===== config.mk =====
export PLATFORM = sky130hd
export DESIGN_NAME = kanade_pipe_ctrl
export DESIGN_NICKNAME = d
export VERILOG_FILES = /design/src/rtl/kanade_pipe_ctrl.sv
export SDC_FILE = /design/constraint.sdc
export NUM_CORES = 1
export LEC_CHECK = 0
export BUFFER_PORTS_ARGS = -buffer_cell sky130_fd_sc_hd__buf_2
export CAP_MARGIN = 20
export CORE_AREA = 4 4 105 107
export CTS_CLUSTER_SIZE = 16
export DETAILED_ROUTE_END_ITERATION = 8
export DIE_AREA = 0 0 109 111
export SLEW_MARGIN = 20
export SYNTH_ARGS = -nofsm -noshare
export SYNTH_HDL_FRONTEND = slang
export SYNTH_SLANG_ARGS = --single-unit

===== constraint.sdc =====
create_clock -name clk -period 2.6 [get_ports clk]
set_input_delay 0.26 -clock clk [delete_from_list [all_inputs] [get_ports clk]]
set_output_delay 0.26 -clock clk [all_outputs]
set_load 0.01 [all_outputs]

===== src/rtl/kanade_pipe_ctrl.sv =====
// kanade_pipe_ctrl: PC, stage-register, RAM-port and register-file enable sequencer for the KANADE32 pipeline.
// Latency: every control output is combinational from registered state plus same-cycle inputs; state moves on clk.
// Backpressure: RAW hazards and data-memory cycles hold fetch (pc_wren / stage_wren[0] low); redirect overrides both.
module kanade_pipe_ctrl #(
  parameter int STAGES         = 4,
  parameter int MODE           = 1,
  parameter int REDIRECT_STAGE = STAGES - 2,
  parameter int REG_AW         = 5,
  parameter int CNT_W          = 32
) (
  input  logic              clk,
  input  logic              reset_n,
  input  logic [REG_AW-1:0] dec_rs,
  input  logic [REG_AW-1:0] dec_rt,
  input  logic              dec_uses_rs,
  input  logic              dec_uses_rt,
  input  logic [REG_AW-1:0] dec_dst_reg,
  input  logic              dec_reg_write,
  input  logic              mem_access,
  input  logic              wb_reg_write,
  input  logic              redirect,
  output logic              pc_wren,
  output logic              pc_redirect,
  output logic [STAGES-1:0] stage_wren,
  output logic [STAGES-1:0] stage_valid,
  output logic              ram_addr_src,
  output logic              mem_stage_en,
  output logic              reg_wren,
  output logic              stall,
  output logic [CNT_W-1:0]  instret,
  output logic [CNT_W-1:0]  stall_cnt
);

  localparam int              PH_W    = $clog2(STAGES + 1);
  localparam logic [PH_W-1:0] PH_MEM  = PH_W'(STAGES - 1);
  localparam logic [PH_W-1:0] PH_LAST = PH_W'(STAGES);

  logic [STAGES-1:0] valid_q, valid_d;
  logic [REG_AW-1:0] dst_q [1:STAGES-1];
  logic [STAGES-1:1] wr_q;
  logic [PH_W-1:0]   phase_q, phase_d;
  logic [CNT_W-1:0]  instret_q, stall_cnt_q;
  logic              hit_rs, hit_rt;
  logic              hazard, memcyc, redir;
  logic              inc_instret, inc_stall;

  assign stage_valid = valid_q;
  assign instret     = instret_q;
  assign stall_cnt   = stall_cnt_q;

  // Scoreboard lookup: any live downstream writer of a stage-0 source, write-back stage included (no forwarding).
  always_comb begin
    hit_rs = 1'b0;
    hit_rt = 1'b0;
    for (int i = 1; i < STAGES; i++) begin
      if (valid_q[i] && wr_q[i]) begin
        if (dst_q[i] == dec_rs) hit_rs = 1'b1;
        if (dst_q[i] == dec_rt) hit_rt = 1'b1;
      end
    end
  end

  // Register 0 is hardwired, so it never creates a dependency.
  assign hazard = (MODE != 0) && valid_q[0] &&
                  ((dec_uses_rs && (dec_rs != '0) && hit_rs) ||
                   (dec_uses_rt && (dec_rt != '0) && hit_rt));
  assign memcyc = (MODE != 0) && valid_q[STAGES-2] && mem_access;
  assign redir  = (MODE != 0) && valid_q[REDIRECT_STAGE] && redirect;

  // Output decode and next-state: sequential phase walk, or pipelined redirect > hazard > memcyc > fetch.
  always_comb begin
    pc_wren      = 1'b0;
    pc_redirect  = 1'b0;
    stage_wren   = '0;
    ram_addr_src = 1'b0;
    mem_stage_en = 1'b0;
    reg_wren     = 1'b0;
    stall        = 1'b0;
    valid_d      = valid_q;
    phase_d      = phase_q;
    inc_instret  = 1'b0;
    inc_stall    = 1'b0;
    if (MODE == 0) begin
      if (phase_q == PH_LAST) begin
        pc_wren     = 1'b1;
        pc_redirect = redirect;
        reg_wren    = wb_reg_write;
        inc_instret = 1'b1;
        valid_d     = '0;
        phase_d     = '0;
      end else begin
        stage_wren = {{(STAGES-1){1'b0}}, 1'b1} << phase_q;
        valid_d    = valid_q | stage_wren;
        phase_d    = phase_q + PH_W'(1);
        if (phase_q == PH_MEM) begin
          ram_addr_src = 1'b1;
          mem_stage_en = 1'b1;
        end
      end
    end else begin
      stage_wren                = '1;
      valid_d[STAGES-1:1]       = valid_q[STAGES-2:0];
      ram_addr_src              = memcyc;
      mem_stage_en              = memcyc;
      reg_wren                  = valid_q[STAGES-1] && wb_reg_write;
      inc_instret               = valid_q[STAGES-1];
      if (redir) begin
        // Wrong-path work up to the resolving stage is squashed, including this cycle's fetch.
        pc_wren       = 1'b1;
        pc_redirect   = 1'b1;
        stage_wren[0] = !memcyc;
        for (int i = 0; i <= REDIRECT_STAGE; i++) valid_d[i] = 1'b0;
      end else if (hazard) begin
        stall         = 1'b1;
        stage_wren[0] = 1'b0;
        valid_d[0]    = valid_q[0];
        valid_d[1]    = 1'b0;
        inc_stall     = 1'b1;
      end else if (memcyc) begin
        // The single RAM port serves data this cycle, so nothing is fetched.
        stage_wren[0] = 1'b0;
        valid_d[0]    = 1'b0;
        inc_stall     = 1'b1;
      end else begin
        pc_wren       = 1'b1;
        stage_wren[0] = 1'b1;
        valid_d[0]    = 1'b1;
      end
    end
  end

  // State register: valid bits, phase, counters and the destination scoreboard that shifts with the stages.
  always_ff @(posedge clk or negedge reset_n) begin
    if (!reset_n) begin
      valid_q     <= '0;
      phase_q     <= '0;
      instret_q   <= '0;
      stall_cnt_q <= '0;
      wr_q        <= '0;
      for (int i = 1; i < STAGES; i++) dst_q[i] <= '0;
    end else begin
      valid_q  <= valid_d;
      phase_q  <= phase_d;
      if (inc_instret) instret_q   <= instret_q + CNT_W'(1);
      if (inc_stall)   stall_cnt_q <= stall_cnt_q + CNT_W'(1);
      dst_q[1] <= dec_dst_reg;
      wr_q[1]  <= dec_reg_write;
      for (int i = 2; i < STAGES; i++) begin
        dst_q[i] <= dst_q[i-1];
        wr_q[i]  <= wr_q[i-1];
      end
    end
  end

endmodule


==> key figures <==
Routing
  • Total iterations of the first detailed-routing run: 4
  • Number of design-rule violations left by the first detailed-router iteration: 101
  • Total number of vias: 2862
  • Wire length per cell: 14.37 um
  • Number of nets with antenna violations after detailed routing: 0
  • Routed wire length on met2: 4068 um
  • Met3 WL post-DR: 447 um
  • Highest routed metal layer: met4
  • Average via count per standard cell: 4.867
  • Overall routed net length: 8447 um
  • Routed length on met1: 3779 um
  • Count of unresolved DRC violations after routing: 0

Critical path
  • Kind of start point of the critical path: flop
  • Critical path endpoint category: primary output
  • Crit path buf inv count: 1
  • Arrival time of data at the critical path endpoint: 2.09 ns
  • Cell family contributing the most delay on the critical path: simple AND/OR/NAND/NOR gates
  • Max incr delay on CP: 0.42 ns
  • Chain of cells forming the critical path: xor2_1 > nor4_1 > nand4_1 > a31oi_1 > or2_2 > and3_1 > nor2_1 > buf_2
  • Cell type of the slowest stage on the worst timing path: dfrtp_1
  • Critical setup path kind: reg2out
  • Required time at the endpoint of the critical path: 2.34 ns
  • Crit-path max FO: 3

Clock tree
  • Clock-pin slew reported for the worst setup and hold paths after clock tree synthesis: 0.08 ns
  • Clock tree from TritonCTS: yes
  • Clock buffer count from CTS: 9
  • Clock latency reported for the late side of the worst-skew pair: 0.35 ns
  • Buffer levels on the longest clock path: 2
  • Root buf cell: clkbuf_8
  • H-tree levels: 3
  • Post-CTS Repair Setup Buffers: 0
  • CTS sink cnt: 86

Synth
  • Post-synth top flop: dfrtp_1
  • Post-Syn Area: 3934 um^2
  • Proportion of synthesized flip-flops having asynchronous set or reset: 100.0%
  • Number of synthesized flops with an enable pin: 0
  • Mapped Avg Cell Area: 11.44 um^2
  • Number of distinct standard cells referenced by the synthesized netlist: 34
  • Flip-flop and latch count after synthesis: 86
  • Ys Warns: 0
  • Post-synthesis instance total: 344
  • Register area share after synthesis: 54.71%

Cells and area
  • Post-Layout Cell Count: 588
  • # nets final: 473
  • Filler cell count: 977
  • Final antenna diode count: 0
  • Fraction of final layout cells sized beyond drive strength 1: 27.65%
  • Layout-stage area growth over the synthesis result: 21.37%
  • Post-layout instance area: 4775 um^2
  • Area of the multi-input gates: 1665 um^2
  • Area of all sequential standard cells: 2152 um^2

Global routing
  • Initial antenna violation count: 0
  • Wire length of the first global-routing pass: 14430 um
  • Largest net degree at the start of global routing: 52
  • Number of global-route vias before repair: 2984
  • Congestion Overflow GR: 0
  • Aggregate global-route resource usage: 14.99%

Pwr
  • Total power consumption of the routed design: 3242 uW
  • PwrDens: 679.1 nW/um^2
  • Static power due to leakage: 0.002346 uW
  • VDD IR max: 544.0 uV

Placed design
  • Post-DP Area: 4526 um^2
  • Post-Place Worst Slack: 0.4038 ns
  • Number of buffer cells added on primary ports: 97
  • Final weighted congestion in routability-driven placement: 0.7477
  • Half-perimeter wire length of the detailed placement result: 6120 um
  • Number of placed cells counting well taps: 567

Min path
  • Worst Hold Class: in2reg

Timing
  • Final Hold Violating Endpoints: 0
  • Setup violations, final: 0
  • Final worst path period share: 90.54%
  • Transition at the pin with the smallest max-transition slack: 0.6428 ns
  • Maximum operating frequency: 424.8 MHz
  • Final worst clock skew: 0.01018 ns
  • Setup WS post-layout: 0.2459 ns
  • Worst relative slew slack: 57.14%
  • RSZ-0062 raised after global routing: false
  • Final sum of negative setup slack: 0 ns
  • Time the worst path needs with I/O delays and setup: 2.354 ns
  • Max-slew violation total from the final report: 0

Die
  • Horiz. Die Dim: 109 um
  • Vertical extent of the die: 111 um
  • Core region area: 10140 um^2
  • Site row count: 37
  • Overall die area: 12100 um^2
  • Starting density of the core: 38.80%
  • Count of boundary I/O pins: 101

Job
  • Number of max-cap violations: 0

Status
  • Run status: finished clean
[area by class of cell]
cell class,count,area share (%)
flip-flops and latches,86,45.07
multi-input cells,241,34.88
repair buffers,106,12.21
well taps,136,3.564
clock buffers,11,2.961
clock inverters,4,0.9958
inverters,4,0.3145
[cell usage in the layout (no fill, tap or decap), types with 2 or more instances in the layout]
cell type      netlist  final
nand3_1             28     28
nor4_1               5      5
conb_1               1      3
nand4_1             27     27
clkinv_2             0      2
buf_2                3     96
ha_1                 2      2
and3_1              19     19
nand4_2              2      2
nor3_1               3      3
inv_1                4      4
and3_2               3      3
nand2_1             22     22
dlygate4sd3_1        0      6
dfrtp_1             86     86
or4_1                2      2
a21oi_1              2      2
xor2_1              23     23
clkbuf_8             0     10
buf_4                5      3
and2_1               6      6
xnor2_1             69     69
and4_1               3      3
o21ai_1              2      2
nor2_1              11     11
[metrics by stage]
stage	util (%)	hold slack, ns
final	47.09	0.02957
after global routing	47.09	0.004083
after CTS	47.09	0.009180
after detailed placement	44.64	0.2627
after global placement	44.64	0.2595
after floorplan	-	-0.03559
[kinds of logic after synthesis]
logic type | after synthesis | synth area share (%)
AND/OR/NAND/NOR | 135 | 19.15
XOR/XNOR | 92 | 20.48
flip-flops | 86 | 54.71
buffers and inverters | 19 | 3.149
AO/OA/AOI/OAI | 7 | 1.209
adder cells (fa/ha/maj) | 2 | 0.6360
multiplexers | 2 | 0.5725
other | 1 | 0.09533
[path summary, 6_finish.rpt]
kind / depth (start not counted) / to / startpoint / slack, ns
setup reg to reg: 8 / stall_cnt[22] / dst_q[12] / 0.42
hold reg to reg: 0 / wr_q[2] / wr_q[1] / 0.41
min in group asynchronous: 2 / instret[17] / reset_n / 0.41
hold / removal: 1 / dst_q[12] / dec_dst_reg[2] / 0.03
max in group asynchronous: 3 / stall_cnt[27] / reset_n / 1.55
setup / recovery: 8 / stage_wren[0] / dst_q[12] / 0.25
[state kept, by name, indices dropped and copies added, names as in the netlist]
register     flops
wr_q             3
stage_valid      4
instret         32
dst_q           15
stall_cnt       32
[metal layers]
| metal | GRT usage [%] | up-vias |
|---|---|---|
| li1 | - | 1382 |
| met1 | 19.33 | 1404 |
| met2 | 23.79 | 65 |
| met3 | 3.494 | 11 |
| met4 | 6.566 | 0 |
| met5 | 0 | - |
[synthesized netlist by cell type, types with 3 or more instances]
cell     count  area [um^2]
inv_1        4        15.01
nor2_1      11        41.29
and2_1       6        37.54
nor3_1       3        15.01
and4_1       3        26.28
buf_4        5        37.54
dfrtp_1     86         2152
nand4_1     27        168.9
nor4_1       5        31.28
xnor2_1     69        604.3
buf_6        4        45.04
and3_2       3        22.52
and3_1      19        118.9
nand2_1     22        82.58
buf_2        3        15.01
xor2_1      23        201.4
nand3_1     28        140.1
[power by group]
group / switching (uW) / internal, uW / total (uW) / leakage, uW
sequential: 173 / 1470 / 1640 / 0.00113
clock: 458 / 462 / 920 / 0.0000952
combinational: 397 / 283 / 680 / 0.00112
[repair_timing]
action / CTS / global route
hold buffers: 6 / 0
endpoints found under the hold margin: 40 / 0
resized for setup: 0 / 0
Note: power is estimated with default switching activity, not from simulation.
